[src/rtl/arm_dp_encoder_pkg.sv]
// Shared encodings for the ARM data-processing / MUL instruction encoder.
// DP opcode and shift constants are also used by the instruction decoder.
package arm_enc_pkg;

  typedef enum logic [1:0] {
    OP_IMM32        = 2'd0,
    OP_REG_IMMSHIFT = 2'd1,
    OP_REG_REGSHIFT = 2'd2,
    OP_MUL          = 2'd3
  } op_kind_e;

  localparam logic [3:0] DP_AND = 4'h0;
  localparam logic [3:0] DP_EOR = 4'h1;
  localparam logic [3:0] DP_SUB = 4'h2;
  localparam logic [3:0] DP_RSB = 4'h3;
  localparam logic [3:0] DP_ADD = 4'h4;
  localparam logic [3:0] DP_ADC = 4'h5;
  localparam logic [3:0] DP_SBC = 4'h6;
  localparam logic [3:0] DP_RSC = 4'h7;
  localparam logic [3:0] DP_TST = 4'h8;
  localparam logic [3:0] DP_TEQ = 4'h9;
  localparam logic [3:0] DP_CMP = 4'hA;
  localparam logic [3:0] DP_CMN = 4'hB;
  localparam logic [3:0] DP_ORR = 4'hC;
  localparam logic [3:0] DP_MOV = 4'hD;
  localparam logic [3:0] DP_BIC = 4'hE;
  localparam logic [3:0] DP_MVN = 4'hF;

  localparam logic [1:0] SH_LSL = 2'd0;
  localparam logic [1:0] SH_LSR = 2'd1;
  localparam logic [1:0] SH_ASR = 2'd2;
  localparam logic [1:0] SH_ROR = 2'd3;

  localparam logic [3:0] COND_AL    = 4'hE;
  localparam logic [3:0] MUL_NIBBLE = 4'b1001;

  typedef enum logic [1:0] {
    ST_IDLE   = 2'd0,
    ST_SEARCH = 2'd1,
    ST_OUT    = 2'd2
  } enc_state_e;

  // Full field-level request as presented on the bus.
  typedef struct packed {
    logic [1:0]  op_kind;
    logic [3:0]  cond;
    logic [3:0]  opcode;
    logic        s;
    logic [3:0]  rn;
    logic [3:0]  rd;
    logic [3:0]  rm;
    logic [3:0]  rs;
    logic [1:0]  shift_type;
    logic [4:0]  shift_amt;
    logic [31:0] imm32;
  } enc_req_t;

  // Fields still needed after accept: only the immediate search outlives
  // the accept edge, the other forms are fully encoded on it.
  typedef struct packed {
    logic [3:0]  cond;
    logic [3:0]  opcode;
    logic        s;
    logic [3:0]  rn;
    logic [3:0]  rd;
    logic [31:0] imm32;
  } imm_req_t;

endpackage

[src/rtl/arm_dp_encoder_if.sv]
// Request / instruction handshake bundle for the encoder.
interface arm_dp_encoder_if;
  logic        req_valid;
  logic        req_ready;
  logic [1:0]  op_kind;
  logic [3:0]  cond;
  logic [3:0]  opcode;
  logic        s;
  logic [3:0]  rn;
  logic [3:0]  rd;
  logic [3:0]  rm;
  logic [3:0]  rs;
  logic [1:0]  shift_type;
  logic [4:0]  shift_amt;
  logic [31:0] imm32;
  logic        ins_valid;
  logic        ins_ready;
  logic [31:0] instruction;
  logic        err;

  // Request producer / instruction consumer side.
  modport master (
    output req_valid, op_kind, cond, opcode, s, rn, rd, rm, rs,
           shift_type, shift_amt, imm32, ins_ready,
    input  req_ready, ins_valid, instruction, err
  );

  // Encoder side.
  modport slave (
    input  req_valid, op_kind, cond, opcode, s, rn, rd, rm, rs,
           shift_type, shift_amt, imm32, ins_ready,
    output req_ready, ins_valid, instruction, err
  );
endinterface

[src/rtl/arm_dp_encoder_imm_rot_check.sv]
// Checks whether imm32 is an 8-bit value rotated right by 2*rot.
// Rotating imm32 left by the same amount must leave only the low byte set.
module imm_rot_check (
  input  logic [31:0] imm32,
  input  logic [3:0]  rot,
  output logic        fit,
  output logic [7:0]  imm8
);
  logic [5:0]  amt;
  logic [63:0] dbl;
  logic [31:0] rolled;

  // ROL by 2*rot via a doubled word; rot = 0 shifts by 32, keeping imm32.
  always_comb begin
    amt    = {1'b0, rot, 1'b0};
    dbl    = {imm32, imm32} >> (6'd32 - amt);
    rolled = dbl[31:0];
    fit    = (rolled[31:8] == 24'd0);
    imm8   = rolled[7:0];
  end
endmodule

[src/rtl/arm_dp_encoder.sv]
// Field-level request -> 32-bit ARM DP / MUL instruction word.
// Register and MUL forms are encoded on the accept edge; IMM32 walks
// rot = 0..15 one per cycle looking for the smallest encodable rotation.
module arm_dp_encoder
  import arm_enc_pkg::*;
(
  input logic             clk,
  input logic             rst_n,
  arm_dp_encoder_if.slave bus
);

  enc_state_e  state_q, state_d;
  logic [3:0]  rot_q, rot_d;
  enc_req_t    req_in;
  imm_req_t    imm_q;
  logic        ld_req;
  logic        ld_word;
  logic [31:0] word_d, word_q;
  logic        err_d, err_q;
  logic        fit;
  logic [7:0]  imm8;

  // DP layout with the compare-class and move-class forced fields applied.
  function automatic logic [31:0] dp_word(
    input logic [3:0]  cond,
    input logic [3:0]  opcode,
    input logic        s,
    input logic [3:0]  rn,
    input logic [3:0]  rd,
    input logic        ibit,
    input logic [11:0] op2
  );
    logic       s_f;
    logic [3:0] rn_f, rd_f;
    s_f  = s;
    rn_f = rn;
    rd_f = rd;
    if (opcode[3:2] == 2'b10) begin
      s_f  = 1'b1;
      rd_f = 4'd0;
    end
    if (opcode == DP_MOV || opcode == DP_MVN) rn_f = 4'd0;
    return {cond, 2'b00, ibit, opcode, s_f, rn_f, rd_f, op2};
  endfunction

  // Words that need no search, built straight from the bus fields.
  function automatic logic [31:0] direct_word(input enc_req_t r);
    logic [31:0] w;
    w = '0;
    case (r.op_kind)
      OP_REG_IMMSHIFT: w = dp_word(r.cond, r.opcode, r.s, r.rn, r.rd, 1'b0,
                                   {r.shift_amt, r.shift_type, 1'b0, r.rm});
      OP_REG_REGSHIFT: w = dp_word(r.cond, r.opcode, r.s, r.rn, r.rd, 1'b0,
                                   {r.rs, 1'b0, r.shift_type, 1'b1, r.rm});
      OP_MUL:          w = {r.cond, 7'd0, r.s, r.rd, 4'd0, r.rs, MUL_NIBBLE, r.rm};
      default:         w = '0;
    endcase
    return w;
  endfunction

  assign req_in = '{
    op_kind:    bus.op_kind,
    cond:       bus.cond,
    opcode:     bus.opcode,
    s:          bus.s,
    rn:         bus.rn,
    rd:         bus.rd,
    rm:         bus.rm,
    rs:         bus.rs,
    shift_type: bus.shift_type,
    shift_amt:  bus.shift_amt,
    imm32:      bus.imm32
  };

  imm_rot_check u_rot_check (
    .imm32 (imm_q.imm32),
    .rot   (rot_q),
    .fit   (fit),
    .imm8  (imm8)
  );

  // State and rotate counter.
  always_ff @(posedge clk or negedge rst_n) begin
    if (!rst_n) begin
      state_q <= ST_IDLE;
      rot_q   <= 4'd0;
    end else begin
      state_q <= state_d;
      rot_q   <= rot_d;
    end
  end

  // Next state, request capture and word load decisions.
  always_comb begin
    state_d = state_q;
    rot_d   = rot_q;
    ld_req  = 1'b0;
    ld_word = 1'b0;
    word_d  = '0;
    err_d   = 1'b0;
    case (state_q)
      ST_IDLE: begin
        if (bus.req_valid) begin
          ld_req = 1'b1;
          if (bus.op_kind == OP_IMM32) begin
            state_d = ST_SEARCH;
            rot_d   = 4'd0;
          end else begin
            state_d = ST_OUT;
            ld_word = 1'b1;
            word_d  = direct_word(req_in);
          end
        end
      end
      ST_SEARCH: begin
        if (fit) begin
          state_d = ST_OUT;
          ld_word = 1'b1;
          word_d  = dp_word(imm_q.cond, imm_q.opcode, imm_q.s, imm_q.rn,
                            imm_q.rd, 1'b1, {rot_q, imm8});
        end else if (rot_q == 4'd15) begin
          state_d = ST_OUT;
          ld_word = 1'b1;
          err_d   = 1'b1;
        end else begin
          rot_d = rot_q + 4'd1;
        end
      end
      ST_OUT: begin
        // Handshake clears the word so nothing stale lingers while idle.
        if (bus.ins_ready) begin
          state_d = ST_IDLE;
          ld_word = 1'b1;
        end
      end
      default: state_d = ST_IDLE;
    endcase
  end

  // Capture the fields the immediate search still needs.
  always_ff @(posedge clk or negedge rst_n) begin
    if (!rst_n)      imm_q <= '0;
    else if (ld_req) imm_q <= '{cond: req_in.cond, opcode: req_in.opcode, s: req_in.s,
                                rn: req_in.rn, rd: req_in.rd, imm32: req_in.imm32};
  end

  // Output word and error flag, held steady through backpressure.
  always_ff @(posedge clk or negedge rst_n) begin
    if (!rst_n) begin
      word_q <= '0;
      err_q  <= 1'b0;
    end else if (ld_word) begin
      word_q <= word_d;
      err_q  <= err_d;
    end
  end

  assign bus.req_ready   = (state_q == ST_IDLE);
  assign bus.ins_valid   = (state_q == ST_OUT);
  assign bus.instruction = word_q;
  assign bus.err         = err_q;

endmodule

[src/flat_wrapper.sv]
// flat-port wrapper written by rule: the top's interface ports become plain ports
module arm_dp_encoder_flat import arm_enc_pkg::*;
  (clk, rst_n, bus_req_valid, bus_op_kind, bus_cond, bus_opcode, bus_s, bus_rn, bus_rd, bus_rm, bus_rs, bus_shift_type, bus_shift_amt, bus_imm32, bus_ins_ready, bus_req_ready, bus_ins_valid, bus_instruction, bus_err);
  arm_dp_encoder_if bus_i ();
  input logic clk;
  input logic rst_n;
  input wire logic [$bits(bus_i.req_valid)-1:0] bus_req_valid;
  input wire logic [$bits(bus_i.op_kind)-1:0] bus_op_kind;
  input wire logic [$bits(bus_i.cond)-1:0] bus_cond;
  input wire logic [$bits(bus_i.opcode)-1:0] bus_opcode;
  input wire logic [$bits(bus_i.s)-1:0] bus_s;
  input wire logic [$bits(bus_i.rn)-1:0] bus_rn;
  input wire logic [$bits(bus_i.rd)-1:0] bus_rd;
  input wire logic [$bits(bus_i.rm)-1:0] bus_rm;
  input wire logic [$bits(bus_i.rs)-1:0] bus_rs;
  input wire logic [$bits(bus_i.shift_type)-1:0] bus_shift_type;
  input wire logic [$bits(bus_i.shift_amt)-1:0] bus_shift_amt;
  input wire logic [$bits(bus_i.imm32)-1:0] bus_imm32;
  input wire logic [$bits(bus_i.ins_ready)-1:0] bus_ins_ready;
  output wire logic [$bits(bus_i.req_ready)-1:0] bus_req_ready;
  output wire logic [$bits(bus_i.ins_valid)-1:0] bus_ins_valid;
  output wire logic [$bits(bus_i.instruction)-1:0] bus_instruction;
  output wire logic [$bits(bus_i.err)-1:0] bus_err;
  assign bus_i.req_valid = bus_req_valid;
  assign bus_i.op_kind = bus_op_kind;
  assign bus_i.cond = bus_cond;
  assign bus_i.opcode = bus_opcode;
  assign bus_i.s = bus_s;
  assign bus_i.rn = bus_rn;
  assign bus_i.rd = bus_rd;
  assign bus_i.rm = bus_rm;
  assign bus_i.rs = bus_rs;
  assign bus_i.shift_type = bus_shift_type;
  assign bus_i.shift_amt = bus_shift_amt;
  assign bus_i.imm32 = bus_imm32;
  assign bus_i.ins_ready = bus_ins_ready;
  assign bus_req_ready = bus_i.req_ready;
  assign bus_ins_valid = bus_i.ins_valid;
  assign bus_instruction = bus_i.instruction;
  assign bus_err = bus_i.err;
  arm_dp_encoder u_core (.clk(clk), .rst_n(rst_n), .bus(bus_i));
endmodule
[config.mk]
export PLATFORM = sky130hd
export DESIGN_NAME = arm_dp_encoder_flat
export DESIGN_NICKNAME = d
export VERILOG_FILES = /design/src/rtl/arm_dp_encoder_pkg.sv /design/src/rtl/arm_dp_encoder_if.sv /design/src/rtl/arm_dp_encoder_imm_rot_check.sv /design/src/rtl/arm_dp_encoder.sv /design/src/flat_wrapper.sv
export SDC_FILE = /design/constraint.sdc
export NUM_CORES = 1
export LEC_CHECK = 0
export ABC_AREA = 1
export CORE_UTILIZATION = 35
export CTS_BUF_LIST = sky130_fd_sc_hd__clkbuf_4 sky130_fd_sc_hd__clkbuf_8
export CTS_CLUSTER_SIZE = 28
export DETAILED_ROUTE_END_ITERATION = 16
export GPL_ROUTABILITY_DRIVEN = 0
export GPL_TIMING_DRIVEN = 0
export HOLD_SLACK_MARGIN = 0.02
export PLACE_DENSITY = 0.61
export SLEW_MARGIN = 5
export SYNTH_ARGS = -nofsm -noshare
export SYNTH_HDL_FRONTEND = slang
export SYNTH_SLANG_ARGS = --single-unit
[constraint.sdc]
create_clock -name clk -period 3.3 [get_ports clk]
set_clock_uncertainty 0.2 [all_clocks]
set_input_delay 0.66 -clock clk [delete_from_list [all_inputs] [get_ports clk]]
set_output_delay 0.66 -clock clk [all_outputs]
set_load 0.01 [all_outputs]
==> results of run 1 <==
==> metal layers <==
metal	vias to the layer above	global-route usage [%]	wire [um]
met5	-	0	0
met4	0	9.10	408
met3	32	3.69	1190
met2	205	36.4	8410
met1	2836	32.0	8530
li1	3105	-	-
==> Yosys cell counts, types with 4 or more instances <==
| master | count | area [um^2] |
|---|---|---|
| a21oi_1 | 4 | 20.0 |
| a32oi_1 | 4 | 35.0 |
| buf_1 | 5 | 18.8 |
| buf_2 | 14 | 70.1 |
| buf_4 | 8 | 60.1 |
| buf_6 | 5 | 56.3 |
| clkbuf_1 | 19 | 71.3 |
| dfrtp_1 | 86 | 2150 |
| inv_1 | 66 | 248 |
| inv_2 | 6 | 22.5 |
| nand2_1 | 422 | 1580 |
| nand3_1 | 94 | 470 |
| nand4_1 | 66 | 413 |
| nor2_1 | 39 | 146 |
| o21ai_0 | 29 | 145 |
==> area by class of cell <==
type / count / share of cell area [%]
clock buffer: 10 / 1.85
inverter: 72 / 3.90
buffer: 50 / 4.41
tap: 216 / 3.64
sequential: 86 / 28.9
clock inverter: 5 / 1.43
multi-input combinational: 683 / 40.8
timing repair buffer: 110 / 15.0
==> registers in the layout (all words and copies together), names as in the netlist <==
register	flops
u_core.state_q	2
u_core.bus.instruction	30
u_core.imm_q	49
u_core.bus.err	1
u_core.rot_q	4
==> kinds of logic after synthesis <==
family                     synth area share [%]
AOI/OAI and AO/OA                          4.23
xor gates and xnor gates                  0.592
adders and majority gates                 0.438
buffers and inverters                      9.58
DFF                                        37.7
other                                    0.0657
and+or+nand+nor                            47.4
==> per-stage QoR <==
step | hold slack [ps] | utilization [%] | cell area (um^2) | worst slack, ps
floorplan | 164 | - | 5710 | 393
global placement | 256 | 44.1 | 7000 | -1930
detailed placement | 261 | 44.3 | 7030 | -305
CTS | 283 | 45.9 | 7290 | 5.06
global route | 304 | 46.8 | 7430 | -20.5
finish | 282 | 46.8 | 7430 | 156
==> worst paths after layout <==
check	endpoint	start	cells after the start
worst min-delay path	u_core.imm_q[37]	u_core.imm_q[37]	2
worst max register to register	u_core.bus.instruction[18]	u_core.rot_q[0]	20
worst min register to register	u_core.imm_q[37]	u_core.imm_q[37]	2
min in group asynchronous	u_core.bus.instruction[31]	rst_n	2
worst max-delay path	u_core.bus.instruction[18]	u_core.rot_q[0]	20
max in group asynchronous	u_core.imm_q[6]	rst_n	3
==> repair_timing <==
action,4_1_cts,5_1_grt
hold endpoints to repair,11,0
pin swaps,0,2
gates resized for setup,4,33
hold buffers,1,0
cloned,0,1
setup endpoints to repair,37,37
setup buffers,0,5
==> worst max-delay path, stage by stage (launching register included) <==
cell       delay [ps]
dfrtp_1           390
buf_6             140
clkinv_8          100
ha_1              300
clkbuf_4          200
inv_8             110
buf_6             150
nand3_1           140
nand2_1           120
nand2_1            60
nor2_1            110
nand3_2           110
nand3_1           100
nand2_1            50
nand2_1            60
nand2_1            60
inv_2             110
nand3_4           180
clkbuf_16         220
nand4_1            60
nand2_1            60
==> power by group <==
group          switching, mW  internal (mW)
Clock                  0.421          0.523
Combinational           3.37           1.90
Sequential             0.363           1.52
Total                   4.15           3.94
==> impl_metrics.yaml, run 1 <==
outcome:
  status: "finished clean"
clocking:
  numClockSinks: 86
  cts_made_buffers: 9
  clkTransAtPathRegs_ps: 90
  clk_latency_ps: 380
  root_buffer: "clkbuf_8"
  clock_path_buffers: 2
  htreeDepth: 3
  cts_tree: "yes"
timing:
  drv_slew: 0
  hold_violations: 0
  worst_slew_pin_slew_ps: 584
  post-route-min-period_ps: 3140
  finalSetupViolCount: 0
  fmax_mhz: 318
  slew_headroom_pct: 61.1
  finalCritPeriodShare_pct: 95.3
  fin_setup_tns_ps: 0
synthesis:
  synth.avg_cell_area_um2: 6.41
  synth-async-reset-ratio_pct: 100
  yosys_register_bits: 86
  syn_area_um2: 5710
  synth_flop_cell: "dfrtp_1"
  ys_seq_area_share_pct: 37.7
  synth_edf_count: 0
  synth_cells: 891
  yosysWarnings: 0
  synthDistinctLibCells: 32
routing:
  vias: 6178
  drtIter0Drc: 453
  antenna_left: 0
  wl_um: 18500
  drt_first_pass_iters: 5
  wl_per_cell_um: 15.1
  viasPerCell: 5.01
  drc_errors: 0
grt:
  grt_pass1_vias: 5924
  grt_usage_pct: 23.2
  antenna_found_initial: 0
  grt_pass1_wl_um: 29800
  grt-ovfl-total: 0
  grt_max_degree: 59
critical_path:
  worst_ep_required_time_ps: 3370
  path_class: "reg2reg"
  start_kind: "register"
  crit_arrival_ps: 3210
  worst-r2r-setup-slack_ps: 160
  worstSetupEndpointType: "register"
  crit_fanout: 19
floorplanning:
  dieArea_um2: 16800
  die_height_um: 130
  rows: 46
  die_x_um: 130
  start_util_pct: 35.9
  core-area_um2: 15900
  ios: 105
placed_design:
  hpwl_um: 14200
  placedCellCount: 1211
  numPortBuffers: 102
pwr:
  power_mw: 8.09
  power_density_nw_per_um2: 1090
  cellLeakagePower_nw: 3.86
  vdd_ir_drop_max_mv: 0.412
cells_and_area:
  multi_input_area_um2: 3030
  drive_above_1_share_pct: 6.89
  stdcell_count: 1232
  fillers: 1749
  areaGrowthSynthToFinish_pct: 30.2
  layout.nets: 1084
  final-seq-area_um2: 2150
  final_cell_mix: "nand2_1, clkdlybuf4s50_1, nand3_1"
  antenna_cells: 0
  final_common_cell: "nand2_1"
run:
  cap_violations: 0
hold_path:
  hold_class: "reg2reg"
Power figures use the tool's default switching activity.
==> inputs of run 2 (changes only) <==
CAP_MARGIN = 10   (was not set)
==> results of run 2 <==
No change in the layout: final DEF, timing and power equal those of run 1.
